**config.mk**
```make
export PLATFORM = sky130hd
export DESIGN_NAME = wt_l15_req_arb
export DESIGN_NICKNAME = d
export VERILOG_FILES = /design/src/rtl/wt_cache_pkg.sv /design/src/rtl/wt_l15_req_arb_rr.sv /design/src/rtl/wt_l15_req_arb.sv
export SDC_FILE = /design/constraint.sdc
export NUM_CORES = 1
export LEC_CHECK = 0
export ABC_AREA = 1
export CORE_AREA = 2 2 129 131
export DETAILED_ROUTE_END_ITERATION = 10
export DIE_AREA = 0 0 131 133
export DONT_BUFFER_PORTS = 1
export GPL_ROUTABILITY_DRIVEN = 0
export SLEW_MARGIN = 20
export SYNTH_ARGS = -nofsm -noshare
export SYNTH_HDL_FRONTEND = slang
export SYNTH_SLANG_ARGS = --single-unit
```
**constraint.sdc**
```tcl
create_clock -name clk_i -period 2.4 [get_ports clk_i]
set_clock_uncertainty 0.15 [all_clocks]
set_input_delay 0.36 -clock clk_i [delete_from_list [all_inputs] [get_ports clk_i]]
set_output_delay 0.36 -clock clk_i [all_outputs]
set_load 0.05 [all_outputs]
```
**src/rtl/wt_cache_pkg.sv**
```systemverilog
// Shared types and constants for the write-through cache to L1.5 request path.
package wt_cache_pkg;

  // Transaction ID width towards the L1.5 adapter.
  localparam int unsigned L15_TID_WIDTH = 2;

  // Default per-requester outstanding-request limit (legal range 1..7).
  localparam int unsigned WT_L15_MAX_OUTST = 2;

  // Request kinds produced by the dcache.
  typedef enum logic [1:0] {
    DCACHE_LOAD_REQ   = 2'b00,
    DCACHE_STORE_REQ  = 2'b01,
    DCACHE_ATOMIC_REQ = 2'b10,
    DCACHE_INT_REQ    = 2'b11
  } dcache_out_t;

  // Request types understood by the L1.5 adapter.
  typedef enum logic [4:0] {
    L15_LOAD_RQ   = 5'b00000,
    L15_STORE_RQ  = 5'b00001,
    L15_ATOMIC_RQ = 5'b00110,
    L15_INT_RQ    = 5'b01001,
    L15_IMISS_RQ  = 5'b10000
  } l15_reqtypes_t;

  // Requester-source encoding carried on l15_req_src_o.
  localparam logic L15_SRC_IC = 1'b0;
  localparam logic L15_SRC_DC = 1'b1;

  // Fixed size code used for icache line fills.
  localparam logic [2:0] L15_IMISS_SIZE = 3'b111;

  // Translate a dcache request kind into the L1.5 request type.
  function automatic l15_reqtypes_t dc_to_l15_type(input dcache_out_t t);
    l15_reqtypes_t r;
    case (t)
      DCACHE_LOAD_REQ:   r = L15_LOAD_RQ;
      DCACHE_STORE_REQ:  r = L15_STORE_RQ;
      DCACHE_ATOMIC_REQ: r = L15_ATOMIC_RQ;
      DCACHE_INT_REQ:    r = L15_INT_RQ;
      default:           r = L15_LOAD_RQ;
    endcase
    return r;
  endfunction

  // Outstanding-request counter update; a return with nothing outstanding is dropped.
  function automatic logic [2:0] outst_cnt_next(input logic [2:0] cnt,
                                                input logic       inc,
                                                input logic       dec);
    logic dec_ok;
    logic [2:0] nxt;
    dec_ok = dec && (cnt != 3'd0);
    nxt    = cnt;
    if (inc && !dec_ok) begin
      nxt = cnt + 3'd1;
    end else if (!inc && dec_ok) begin
      nxt = cnt - 3'd1;
    end
    return nxt;
  endfunction

endpackage

```
**src/rtl/wt_l15_req_arb_rr.sv**
```systemverilog
// Two-way round-robin arbiter: bit 0 is the icache, bit 1 the dcache.
module rr_arb_2 (
  input  logic       clk_i,
  input  logic       rst_ni,
  input  logic [1:0] req_i,
  output logic [1:0] gnt_o
);

  // Pointer to the requester that wins the next contended cycle (0 = icache).
  logic ptr_q;

  // Grant the pointed-to requester on contention, otherwise whichever asks.
  always_comb begin
    gnt_o = '0;
    if (req_i == 2'b11) begin
      gnt_o[ptr_q] = 1'b1;
    end else begin
      gnt_o = req_i;
    end
  end

  // After any grant, point at the requester that was not served.
  always_ff @(posedge clk_i or negedge rst_ni) begin
    if (!rst_ni) begin
      ptr_q <= 1'b0;
    end else if (|gnt_o) begin
      ptr_q <= gnt_o[0];
    end
  end

endmodule

```
**src/rtl/wt_l15_req_arb.sv**
```systemverilog
// Arbitrates icache fills and dcache requests onto one registered L1.5 request
// channel, with per-requester outstanding limits and atomic ordering for dcache.
module wt_l15_req_arb
  import wt_cache_pkg::*;
#(
  parameter int unsigned PADDR_W   = 56,
  parameter int unsigned TID_W     = L15_TID_WIDTH,
  parameter int unsigned MAX_OUTST = WT_L15_MAX_OUTST
) (
  input  logic                clk_i,
  input  logic                rst_ni,
  // icache fill requests
  input  logic                ic_req_valid_i,
  output logic                ic_req_ready_o,
  input  logic [PADDR_W-1:0]  ic_req_paddr_i,
  input  logic                ic_req_nc_i,
  input  logic [TID_W-1:0]    ic_req_tid_i,
  // dcache requests
  input  logic                dc_req_valid_i,
  output logic                dc_req_ready_o,
  input  dcache_out_t         dc_req_type_i,
  input  logic [PADDR_W-1:0]  dc_req_paddr_i,
  input  logic [2:0]          dc_req_size_i,
  input  logic [63:0]         dc_req_data_i,
  input  logic                dc_req_nc_i,
  input  logic [TID_W-1:0]    dc_req_tid_i,
  // completion pulses
  input  logic                ic_rtrn_i,
  input  logic                dc_rtrn_i,
  // L1.5 request channel
  output logic                l15_req_valid_o,
  input  logic                l15_req_ready_i,
  output l15_reqtypes_t       l15_req_rqtype_o,
  output logic [PADDR_W-1:0]  l15_req_paddr_o,
  output logic [2:0]          l15_req_size_o,
  output logic [63:0]         l15_req_data_o,
  output logic                l15_req_nc_o,
  output logic [TID_W-1:0]    l15_req_tid_o,
  output logic                l15_req_src_o
);

  // Dcache ordering states.
  localparam logic [1:0] IDLE      = 2'd0;
  localparam logic [1:0] AMO_DRAIN = 2'd1;
  localparam logic [1:0] AMO_WAIT  = 2'd2;

  localparam logic [2:0] CNT_MAX = 3'(MAX_OUTST);

  logic [2:0]          ic_cnt_q;
  logic [2:0]          dc_cnt_q;
  logic [1:0]          state_q;
  logic [1:0]          state_d;

  logic                full_q;
  l15_reqtypes_t       rqtype_q;
  logic [PADDR_W-1:0]  paddr_q;
  logic [2:0]          size_q;
  logic [63:0]         data_q;
  logic                nc_q;
  logic [TID_W-1:0]    tid_q;
  logic                src_q;

  logic                reg_free;
  logic                dc_in_reg;
  logic                dc_is_amo;
  logic                dc_drained;
  logic                ic_elig;
  logic                dc_elig;
  logic [1:0]          arb_req;
  logic [1:0]          arb_gnt;
  logic                ic_gnt;
  logic                dc_gnt;

  // The output slot can take a new request if empty or being emptied this cycle.
  assign reg_free   = ~full_q | l15_req_ready_i;
  assign dc_in_reg  = full_q & (src_q == L15_SRC_DC);
  assign dc_is_amo  = (dc_req_type_i == DCACHE_ATOMIC_REQ);
  assign dc_drained = (dc_cnt_q == 3'd0) & ~dc_in_reg;
  assign ic_elig    = (ic_cnt_q != CNT_MAX);

  // Dcache eligibility: atomics only issue once all earlier dcache traffic is done,
  // and nothing from the dcache issues while an atomic is draining or in flight.
  always_comb begin
    dc_elig = 1'b0;
    case (state_q)
      IDLE: begin
        if (dc_is_amo) begin
          dc_elig = dc_drained;
        end else begin
          dc_elig = (dc_cnt_q != CNT_MAX);
        end
      end
      default: dc_elig = 1'b0;
    endcase
  end

  // Requests reaching the arbiter; reset suppresses every handshake.
  assign arb_req = {dc_req_valid_i & dc_elig & reg_free,
                    ic_req_valid_i & ic_elig & reg_free} & {2{rst_ni}};

  rr_arb_2 i_rr_arb_2 (
    .clk_i  (clk_i),
    .rst_ni (rst_ni),
    .req_i  (arb_req),
    .gnt_o  (arb_gnt)
  );

  assign ic_gnt         = arb_gnt[0];
  assign dc_gnt         = arb_gnt[1];
  assign ic_req_ready_o = ic_gnt;
  assign dc_req_ready_o = dc_gnt;

  // Ordering FSM next state.
  always_comb begin
    state_d = state_q;
    case (state_q)
      IDLE: begin
        if (dc_req_valid_i && dc_is_amo) begin
          if (!dc_drained) begin
            state_d = AMO_DRAIN;
          end else if (dc_gnt) begin
            state_d = AMO_WAIT;
          end
        end
      end
      AMO_DRAIN: begin
        if (dc_drained) begin
          state_d = IDLE;
        end
      end
      AMO_WAIT: begin
        if (dc_rtrn_i) begin
          state_d = IDLE;
        end
      end
      default: state_d = IDLE;
    endcase
  end

  // Ordering FSM state register.
  always_ff @(posedge clk_i or negedge rst_ni) begin
    if (!rst_ni) begin
      state_q <= IDLE;
    end else begin
      state_q <= state_d;
    end
  end

  // Outstanding counters: up on grant, down on the matching return pulse.
  always_ff @(posedge clk_i or negedge rst_ni) begin
    if (!rst_ni) begin
      ic_cnt_q <= '0;
      dc_cnt_q <= '0;
    end else begin
      ic_cnt_q <= outst_cnt_next(ic_cnt_q, ic_gnt, ic_rtrn_i);
      dc_cnt_q <= outst_cnt_next(dc_cnt_q, dc_gnt, dc_rtrn_i);
    end
  end

  // Output register: capture the granted payload, hold it until accepted.
  always_ff @(posedge clk_i or negedge rst_ni) begin
    if (!rst_ni) begin
      full_q   <= 1'b0;
      rqtype_q <= L15_LOAD_RQ;
      paddr_q  <= '0;
      size_q   <= '0;
      data_q   <= '0;
      nc_q     <= 1'b0;
      tid_q    <= '0;
      src_q    <= L15_SRC_IC;
    end else if (ic_gnt) begin
      full_q   <= 1'b1;
      rqtype_q <= L15_IMISS_RQ;
      paddr_q  <= ic_req_paddr_i;
      size_q   <= L15_IMISS_SIZE;
      data_q   <= '0;
      nc_q     <= ic_req_nc_i;
      tid_q    <= ic_req_tid_i;
      src_q    <= L15_SRC_IC;
    end else if (dc_gnt) begin
      full_q   <= 1'b1;
      rqtype_q <= dc_to_l15_type(dc_req_type_i);
      paddr_q  <= dc_req_paddr_i;
      size_q   <= dc_req_size_i;
      data_q   <= dc_req_data_i;
      nc_q     <= dc_req_nc_i;
      tid_q    <= dc_req_tid_i;
      src_q    <= L15_SRC_DC;
    end else if (l15_req_ready_i) begin
      full_q   <= 1'b0;
    end
  end

  assign l15_req_valid_o  = full_q;
  assign l15_req_rqtype_o = rqtype_q;
  assign l15_req_paddr_o  = paddr_q;
  assign l15_req_size_o   = size_q;
  assign l15_req_data_o   = data_q;
  assign l15_req_nc_o     = nc_q;
  assign l15_req_tid_o    = tid_q;
  assign l15_req_src_o    = src_q;

`ifndef SYNTHESIS
  // A return pulse with nothing outstanding indicates an upstream protocol slip.
  ic_rtrn_spurious: assert property (@(posedge clk_i) disable iff (!rst_ni)
    !(ic_rtrn_i && (ic_cnt_q == 3'd0)))
    else $warning("ic_rtrn_i pulse with no icache request outstanding");

  dc_rtrn_spurious: assert property (@(posedge clk_i) disable iff (!rst_ni)
    !(dc_rtrn_i && (dc_cnt_q == 3'd0)))
    else $warning("dc_rtrn_i pulse with no dcache request outstanding");

  gnt_onehot: assert property (@(posedge clk_i) disable iff (!rst_ni)
    !(ic_gnt && dc_gnt));
`endif

endmodule

```
# Word-level counts from Yosys, hierarchy flattened
# Cells that the tools add are included.
# Widths: inputs -> output; s select.
dict set report classes {
  n_reduce_logical 23
  mux 33
  n_addsub 4
  eq_ne 12
  bitwise 10
  n_lt_le_gt_ge 2
}
# cell count
set op_table {}
lappend op_table {{$mux 64} 2}
lappend op_table {{$mux 56} 2}
lappend op_table {{$pmux 5 s4} 1}
lappend op_table {{$mux 3} 6}
lappend op_table {{$mux 2} 8}
lappend op_table {{$mux 1} 10}
lappend op_table {{$mux 5} 2}
lappend op_table {{$reduce_bool 3->1} 3}
lappend op_table {{$eq 2x2->1 const B} 4}
lappend op_table {{$logic_and 1x1->1} 8}
lappend op_table {{$add 3x1->3 const B} 2}
lappend op_table {{$and 1x1->1} 6}
lappend op_table {{$ne 2x2->1 const B} 3}
lappend op_table {{$ne 3x2->1 const B} 2}
lappend op_table {{$pmux 2 s3} 1}
lappend op_table {{$reduce_bool 2->1} 3}
lappend op_table {{$sub 3x1->3 const B} 2}
lappend op_table {{$eq 2x1->1 const B} 2}
lappend op_table {{$logic_not 1->1} 4}
lappend op_table {{$logic_not 2->1} 2}
lappend op_table {{$reduce_and 4->1} 1}
lappend op_table {{$logic_not 3->1} 1}
lappend op_table {{$ne 3x3->1 const B} 1}
lappend op_table {{$and 2x2->2} 1}
lappend op_table {{other kinds (6)} 7}
dict set report word_totals {
  register_bits 142
  input_bits 194
  out_inout_bits 135
  elab_cells 96
}

# Depth between registers and ports, before layout
# Gate-level depths: netlist of the first run.
dict set report depth {
  word_depth 14
  ltp_mapped 16
}

# Cells and area by module
# From an unflattened synthesis of the first run, not the netlist that was laid out.
dict set report hier_totals {
  hier_cells 572
  hier_area_um2 5798.1
}
# module area_each_um2 cells_per_inst instances seq_area_each_um2
set by_module_without_submodules {}
lappend by_module_without_submodules {wt_l15_req_arb 5734.2 561 1 3503.4}
lappend by_module_without_submodules {rr_arb_2 63.8 11 1 25.0}

# Least setup slack after synthesis of the first run
# OpenSTA, ideal clock, no wires.
dict set report synth_timing {
  path_type {flip-flop to flip-flop}
  start {reg full_q, in the netlist l15_req_valid_o}
  end {reg ic_cnt_q[2]}
  setup_time_ns 0.124
  stages_incl_launch_ff 16
  path_buffers 2
  path_slack_ns -0.626
  arrival_ns 2.752
  synth_period_minus_slack_ns 3.026
  cell_sequence {dfrtp_1 > inv_2 > nor2_4 > nor2_4 > nand2_2 > buf_6 > inv_2 > buf_2 > nand2_1 > inv_1 > ha_1 > inv_1 > fa_1 > a21oi_1 > o21ai_0 > xnor2_1}
}
dict set report synth_between {
  elab_chain_len 13
}
# item line
set synth_lines {}
lappend synth_lines {{start: declaration} wt_l15_req_arb.sv:54} ;# logic full_q;
lappend synth_lines {{start signal: assignment} wt_l15_req_arb.sv:163} ;# full_q <= 1'b0;
lappend synth_lines {{start signal: assignment} wt_l15_req_arb.sv:172} ;# full_q <= 1'b1;
lappend synth_lines {{start signal: assignment} wt_l15_req_arb.sv:181} ;# full_q <= 1'b1;
lappend synth_lines {{$and 1x1->1} wt_l15_req_arb.sv:76} ;# assign dc_in_reg = full_q & (src_q == L15_SRC_DC);
lappend synth_lines {{$not 1->1} wt_l15_req_arb.sv:78} ;# assign dc_drained = (dc_cnt_q == 3'd0) & ~dc_in_reg;
lappend synth_lines {{$and 1x1->1} wt_l15_req_arb.sv:78}
lappend synth_lines {{$mux 1} wt_l15_req_arb.sv:87} ;# if (dc_is_amo) begin
lappend synth_lines {{$mux 1} wt_l15_req_arb.sv:85} ;# case (state_q)
lappend synth_lines {{$and 1x1->1 (2 in a row)} wt_l15_req_arb.sv:98} ;# assign arb_req = {dc_req_valid_i & dc_elig & reg_free,
lappend synth_lines {{$and 2x2->2 *} wt_l15_req_arb.sv:99} ;# ic_req_valid_i & ic_elig & reg_free} & {2{rst_ni}};
lappend synth_lines {{$eq 2x2->1} wt_l15_req_arb_rr.sv:15} ;# if (req_i == 2'b11) begin
lappend synth_lines {{$mux 2 *} wt_l15_req_arb_rr.sv:15}
lappend synth_lines {{net ic_req_ready_o} wt_l15_req_arb.sv:14} ;# output logic ic_req_ready_o,
lappend synth_lines {{$logic_not 1->1} wt_cache_pkg.sv:57} ;# end else if (!inc && dec_ok) begin
lappend synth_lines {{$logic_and 1x1->1} wt_cache_pkg.sv:57}
lappend synth_lines {{$reduce_bool 2->1 (no source line)} n/a}
lappend synth_lines {{end signal: assignment} wt_l15_req_arb.sv:155} ;# ic_cnt_q <= outst_cnt_next(ic_cnt_q, ic_gnt, ic_rtrn_i);
lappend synth_lines {{end: declaration} wt_l15_req_arb.sv:49} ;# logic [2:0] ic_cnt_q;
# The timed path passes the listed nets; every way through them passes the cells marked *.
# A chain may end at the register's enable or synchronous reset.

# Worst setup path after layout of the first run
dict set report layout_timing {
  start {reg state_q[0]}
  end {reg ic_cnt_q[1]}
}
dict set report layout_between {
  elab_chain_len 10
}
# item line
set layout_lines {}
lappend layout_lines {{start: declaration} wt_l15_req_arb.sv:51} ;# logic [1:0] state_q;
lappend layout_lines {{start signal: assignment} wt_l15_req_arb.sv:145} ;# state_q <= state_d;
lappend layout_lines {{$logic_not 2->1 *} wt_l15_req_arb.sv:85}
lappend layout_lines {{$mux 1 *} wt_l15_req_arb.sv:85}
lappend layout_lines {{$and 1x1->1 * (2 in a row)} wt_l15_req_arb.sv:98}
lappend layout_lines {{$and 2x2->2 *} wt_l15_req_arb.sv:99}
lappend layout_lines {{$eq 2x2->1 *} wt_l15_req_arb_rr.sv:15}
lappend layout_lines {{$mux 2 *} wt_l15_req_arb_rr.sv:15}
lappend layout_lines {{$logic_not 1->1} wt_cache_pkg.sv:57}
lappend layout_lines {{$logic_and 1x1->1} wt_cache_pkg.sv:57}
lappend layout_lines {{$reduce_bool 2->1 (no source line)} n/a}
# Mark *: on every way between the ends. The rest lies on a longest branch, timed or not.

==> results by group, run 1 <==
Run status
  – Outcome: finished with violations
  – Failing checks: hold timing

Setup path
  – Levels on crit path: 10
  – Critical path type: reg -> reg
  – WP buf/inv: 2
  – Crit path top cell by count: nor2_2
  – R2R setup slack: between 0.07 and 0.08 ns
  – Crit end category: register
  – End of the critical path: ic_cnt_q[1]
  – R2r startpoint: state_q[0]
  – Critical Path RT: 2.55 ns
  – Crit path max-delay family: simple AND/OR/NAND/NOR gates
  – Terminus of the critical flop-to-flop path: ic_cnt_q[1]
  – Crit Path Max Fanout: 4
  – CP arrival: between 2 and 2.5 ns
  – Crit start category: register
  – CP peak stage delay: 0.42 ns
  – Reg2Reg Depth: 10
  – Crit. Startpoint: state_q[0]
  – Crit path max-delay cell type: fa_1
  – CP cell instances: nor2_2, nand3_2, nor2_2, nand3_4, nand2_4, clkinvlp_4, ha_4, inv_2, fa_1, mux2_2

Placed design
  – Placement Setup Slack: 0.0543 ns
  – Half-perimeter wire length after placement: 11300 um
  – DP Area: 6270 um2
  – Port Buf Inserts: 0
  – Placed Cells incl. Taps: 887

Clocking
  – Clk_lat worst skew: 0.41 ns
  – H-tree depth: 4
  – CTS tree: built
  – Clk sinks: 140
  – Clock transition at path regs: ~0.06 ns
  – Hold bufs inserted after CTS: 155
  – CTS Buf Count: 17
  – CTS root buf: clkbuf_16
  – Max Root-Sink Buffers: 2

STA
  – Final Max Tran Viols: 0
  – Minimum clock period: 2.33 ns
  – Tcrit/Tclk final: 0.970
  – Slew @ Worst Pin: 0.593 ns
  – Setup-failing EPs final: 0
  – Hold WS: -0.515 ns
  – F_max: 430 MHz
  – Headroom to the max-slew limit: 0.605
  – Final Hold Violating Endpoints: 140
  – Setup WS post-layout: roughly 0.073 ns

Synth
  – Post-synth EDFFs: 0
  – Synth Instances: 695
  – Top FF cell, synth: dfrtp_1
  – Mean post-synth cell area: 8.81 um2
  – Synth Warn #: 0
  – Netlist cell types: 28
  – Async SR Flop Fraction: 1.00
  – Mapped Area: 6120 um2
  – Net Count, Synth: between 800 and 900
  – Seq/Total Area, Yosys: 0.572
  – Flops & latches, synth: 140

Layout
  – Final net count: 1044
  – Layout area overhead: 39.1%
  – Non-Filler Instances: around 1100
  – Fillers: around 1300
  – Ant. Diodes: 0
  – Final Instance Area: about 8500 um2
  – Most frequent cells in the layout: 259 x nand2_1, 155 x dlygate4sd3_1, 138 x dfrtp_1
  – Share of cells above drive strength 1: 0.0885
  – Commonest non-fill, non-tap cell in the layout: nand2_1
  – Fin util: 0.527

GRT
  – Congestion Overflow GR: 0
  – Vias in the first global route: 5651
  – Global-route wire length before repair: 28600 um
  – All-Layer GR Usage: 0.212
  – Pin count of the biggest net entering global routing: 143
  – Antenna violations before repair: 0

Route
  – Iteration-0 DRC Markers: between 300 and 400
  – Antenna viol nets, final: 0
  – Routed wire length: 19300 um
  – WL met3: 2030 um
  – Avg WL per Cell: 17.9 um
  – Drt first pass iters: 5
  – M1 WL: 7090 um
  – Met2 wire length: 9620 um
  – Vias: 5563
  – Drt drc: 0
  – Top Metal Used: met4
  – Via/cell ratio: 5.16

Die
  – # rows: 47
  – Die Ht: 133 um
  – Core Area: 16200 um2
  – Die W: 131 um
  – Die footprint: between 15000 and 20000 um2
  – Initial Util: 0.379
  – Top Ports: between 300 and 400

Flow run
  – Maxcap violations: 0

Pwr
  – P per Cell Area: 1450 nW/um2
  – Lkg Pwr: 4.04 nW
  – VDD IR-drop max: between 0.6 and 0.7 mV

Hold path
  – Hold Crit Class: in -> async
[worst min-delay path by stage]
stage | startpoint | endpoint | slack, ns
after floorplan | rst_ni | dc_cnt_q[0] | -0.09
after global placement | rst_ni | l15_req_paddr_o[15] | -0.08
after detailed placement | rst_ni | l15_req_paddr_o[19] | -0.08
after CTS | rst_ni | l15_req_paddr_o[19] | -0.53
after global routing | rst_ni | l15_req_paddr_o[5] | -0.54
final | rst_ni | l15_req_paddr_o[24] | -0.51
[what timing repair did]
item | CTS | global route
setup endpoints to repair | 0 | 4
resized for setup | 0 | 5
buffers inserted | 0 | 4
hold endpoints to repair | 270 | 140
[layer usage]
metal / global-route usage / vias to the layer above
li1: - / 2537
met3: 0.0708 / 51
met2: 0.370 / 352
met5: 0 / -
met4: 0.0928 / 0
met1: 0.232 / 2623
[per-stage QoR]
stage | power (mW) | hold slack (ns) | TNS [ns]
2_1_floorplan | 8.72 | -0.0856 | -0.729
3_3_place_gp | 9.21 | -0.0814 | 0
3_5_place_dp | 9.32 | -0.0821 | 0
4_1_cts | 12.3 | -0.530 | 0
5_1_grt | 13.0 | -0.539 | -0.0438
6_report | 12.4 | -0.515 | 0
[cells in the mapped netlist (2+ instances only)]
cell type / number / area (um2)
o21ai_1: 2 / 10.0
clkbuf_1: 3 / 11.3
fa_1: 2 / 40.0
nand3_1: 88 / 440
nand2_1: 260 / 976
ha_1: 2 / 25.0
nor2_1: 40 / 150
buf_1: 3 / 11.3
buf_4: 3 / 22.5
inv_2: 4 / 15.0
nor2_4: 2 / 22.5
nand3_2: 3 / 30.0
a21oi_1: 38 / 190
dfrtp_1: 140 / 3500
buf_2: 17 / 85.1
nand2_2: 3 / 18.8
o21ai_0: 37 / 185
xnor2_1: 3 / 26.3
buf_6: 18 / 203
nor2_2: 2 / 12.5
inv_1: 15 / 56.3
o22ai_1: 3 / 18.8
o31ai_1: 2 / 15.0
[sequential cells by signal, indices dropped and copies added (netlist names)]
register / flops
l15_req_size_o: 3
dc_cnt_q: 3
l15_req_valid_o: 1
state_q: 2
l15_req_src_o: 1
ic_cnt_q: 3
l15_req_rqtype_o: 3
l15_req_nc_o: 1
l15_req_tid_o: 2
l15_req_data_o: 64
i_rr_arb_2.ptr_q: 1
l15_req_paddr_o: 56
[report_power, final]
| part | internal [mW] | switching (mW) |
|---|---|---|
| Combinational | 0.978 | 1.41 |
| Clock | 1.75 | 1.04 |
| Sequential | 3.27 | 3.93 |
[cell families (layout without fill, tap and decap cells)]
group | count (synthesis) | count (layout) | share of synthesized area
and+or+nand+nor | 401 | 401 | 0.275
DFF | 140 | 140 | 0.572
AOI/OAI and AO/OA | 82 | 82 | 0.0685
buffers and inverters | 63 | 227 | 0.0660
adders and majority gates | 4 | 4 | 0.0106
xor gates and xnor gates | 4 | 4 | 0.00572
muxes | 1 | 1 | 0.00184
[area by class of cell]
type,instances,area (um2),share of cell area
sequential,140,3510,0.412
multi-input combinational,492,2250,0.264
timing repair buffer,176,1780,0.209
clock buffer,19,433,0.0508
tap,220,275,0.0323
clock inverter,13,189,0.0222
inverter,19,80.1,0.00940
Power figures use the tool's default switching activity.
==> run 2, diff against run 1 <==
- SLEW_MARGIN: 20 -> 15
==> results of run 2 <==
The final DEF is identical to that of run 1; final timing and power are the same.
==> run 3, diff against run 2 <==
- CORE_AREA: 2 2 129 131 -> 2 2 127 129
- DIE_AREA: 0 0 131 133 -> 0 0 129 131
- SLEW_MARGIN: 15 -> 20
==> run 3 against run 2 <==
Against the previous run:
- final cell count shrank 0.37%
- first-iteration DRC count decreased by 15%
- cell area rose by 0.46%
- register-to-register slack gained 0.02 ns
- global-route usage is 0.51 points higher
- wire length hardly changed
- critical endpoint unchanged
- critical path depth stayed put
- maximum frequency grew 0.99%
- sequential share of layout area shrank 0.17 points
- sequential cell count did not move
- the flow still finishes with violations (hold timing)
==> results by group, run 3 (synthesized netlist as in run 1, its figures left out) <==
GRT
  – All-Layer GR Usage: 0.217 (+0.00511)
  – Vias in the first global route: 5459 (-3.4%)
  – Congestion Overflow GR: 0 (unchanged)
  – Global-route wire length before repair: 28400 um (-0.89%)
  – Antenna violations before repair: 0 (unchanged)
  – Pin count of the biggest net entering global routing: 143 (unchanged)

STA
  – Final Hold Violating Endpoints: 140 (unchanged)
  – Headroom to the max-slew limit: 0.579 (-0.0262)
  – Hold WS: -0.513 ns (+0.00191 ns)
  – Setup-failing EPs final: 0 (unchanged)
  – Slew @ Worst Pin: 0.632 ns (+0.0392 ns)
  – Final Max Tran Viols: 0 (unchanged)
  – RSZ-0062 raised after global routing: false
  – Minimum clock period: 2.30 ns (-0.0229 ns)
  – F_max: 434 MHz (+0.99%)
  – Tcrit/Tclk final: 0.960 (-0.00955)

Pwr
  – Switch share: 0.516 (about the same)
  – Sequential power share: 0.578 (-0.003)
  – Lkg Pwr: 4.06 nW (+0.51%)
  – Combinational power share: 0.192 (about the same)
  – VDD IR-drop max: 0.729 mV (+18%)
  – Switching pwr: 6.46 mW (+1.3%)
  – Clock share of power: 0.230 (+0.005)
  – P per Cell Area: 1460 nW/um2 (+0.84%)
  – Internal power consumption: 6.07 mW (+1.3%)

Clocking
  – Clk_lat worst skew: 0.41 ns (about the same)
  – Max Root-Sink Buffers: 2 (unchanged)
  – CTS Buf Count: 17 (unchanged)
  – Clock transition at path regs: 0.06 ns (about the same)
  – Hold bufs inserted after CTS: 157 (+1.3%)
  – Clk sinks: 140 (unchanged)
  – CTS root buf: clkbuf_16
  – CTS tree: built
  – H-tree depth: 4 (unchanged)

Die
  – Die footprint: 16900 um2 (-3.0%)
  – Core Area: 15600 um2 (-3.6%)
  – Top Ports: 329 (unchanged)
  – # rows: 46 (-2.1%)
  – Die Ht: 131 um (-1.5%)
  – Initial Util: 0.393 (+0.0139)
  – Die W: 129 um (-1.5%)

Layout
  – Ant. Diodes: 0 (unchanged)
  – Share of cells above drive strength 1: 0.0943 (+0.00582)
  – Largest register FFs: 64 (unchanged)
  – Layout area overhead: 39.7%
  – Non-Filler Instances: 1075 (-0.37%)
  – Most frequent cells in the layout: 259 x nand2_1, 156 x dlygate4sd3_1, 137 x dfrtp_1
  – Fin util: 0.549 (+0.0219)
  – Final net count: 1044 (unchanged)
  – Commonest non-fill, non-tap cell in the layout: nand2_1

Route
  – Iteration-0 DRC Markers: 325 (-15%)
  – Routed wire length: 19300 um (about the same)
  – Via/cell ratio: 5.25 (+1.9%)
  – Avg WL per Cell: 18.0 um (+0.38%)
  – Antenna viol nets, final: 0 (unchanged)
  – Vias: 5647 (+1.5%)
  – Drt drc: 0 (unchanged)
  – Drt first pass iters: 6 (+1)

Setup path
  – Critical Path RT: 2.55 ns (about the same)
  – Crit Path Max Fanout: 4 (unchanged)
  – CP arrival: 2.45 ns (-0.03 ns)
  – Crit end category: register
  – Crit start category: register
  – Reg2Reg Depth: 10 (unchanged)
  – Critical path type: reg -> reg

Run status
  – Failing checks: hold timing
  – Outcome: finished with violations

Placed design
  – Port Buf Inserts: 0 (unchanged)
  – Half-perimeter wire length after placement: 11200 um (-0.63%)
  – Placed Cells incl. Taps: 880 (-0.79%)

Hold path
  – Hold Crit Class: in -> async

Flow run
  – Maxcap violations: 0 (unchanged)
==> run 3: cell types whose count changed in the layout (fill, tap and decap cells not counted), sizes merged <==
| cell | before | now |
|---|---|---|
| clkinvlp | 3 | 2 |
| clkinv | 4 | 1 |
| inv | 21 | 25 |
| dlymetal6s4s | 0 | 1 |
| dlygate4sd3 | 155 | 156 |
| buf | 20 | 18 |
==> run 3: layer usage <==
metal / vias up / track usage / routed length [um]
li1: 2531 / - / -
met1: 2651 / 0.251 / 7320
met2: 402 / 0.366 / 9380
met3: 63 / 0.0729 / 1970
met4: 0 / 0.105 / 643
met5: - / 0 / 0
==> run 3: layout make-up <==
class | count | area (um2)
clock buffers | 19 | 453
clock inverters | 13 | 200
fillers | 1299 | 7040
inverters | 19 | 82.6
multi-input cells | 492 | 2280
flip-flops and latches | 140 | 3510
well taps | 216 | 270
repair buffers | 176 | 1770
==> run 3: power by group through the flow <==
stage / clock (mW) / sequential, mW / combinational [mW]
finish: 2.88 / 7.24 / 2.41
global route: 3.05 / 7.35 / 2.71
CTS: 2.95 / 7.22 / 2.25
detailed placement: 0 / 7.25 / 2.02
global placement: 0 / 7.25 / 1.91
floorplan: 0 / 7.04 / 1.68
==> run 3: worst max-delay path: stages, from the launching register on <==
cell,delay [ns]
dfrtp_1,0.43
nor2_4,0.16
nand3_2,0.09
nor2_4,0.10
nand3_4,0.12
nand2_4,0.10
clkinvlp_4,0.10
ha_4,0.17
inv_4,0.06
fa_2,0.42
mux2_2,0.27
==> run 3: path summary, 6_finish.rpt <==
check / slack [ns] / to / from
setup / recovery: 0.1 / ic_cnt_q[1] / state_q[0]
hold / removal: -0.51 / l15_req_data_o[18] / rst_ni
setup reg to reg: 0.1 / ic_cnt_q[1] / state_q[0]
hold reg to reg: 0.36 / ic_cnt_q[2] / ic_cnt_q[2]
max in group asynchronous: 2.45 / l15_req_paddr_o[6] / rst_ni
min in group clk_i: 0.04 / l15_req_paddr_o[10] / ic_req_paddr_i[10]
==> run 3: repair_timing <==
| action | 4_1_cts | 5_1_grt |
|---|---|---|
| setup endpoints to repair | 1 | 4 |
| gates cloned | 0 | 1 |
| buffers inserted | 0 | 5 |
| hold endpoints to repair | 271 | 140 |
| pin swaps | 0 | 7 |
| resized for setup | 1 | 14 |
==> run 3: metrics by stage <==
| step | cell area, um2 | power, mW | worst slack (ns) | setup TNS (ns) |
|---|---|---|---|---|
| after floorplan | 6180 | 8.72 | -0.364 | -0.729 |
| after global placement | 6220 | 9.16 | 0.0630 | 0 |
| after detailed placement | 6220 | 9.27 | 0.0638 | 0 |
| after CTS | 8450 | 12.4 | 0.00580 | 0 |
| after global routing | 8560 | 13.1 | 0.00465 | 0 |
| final | 8560 | 12.5 | 0.0957 | 0 |
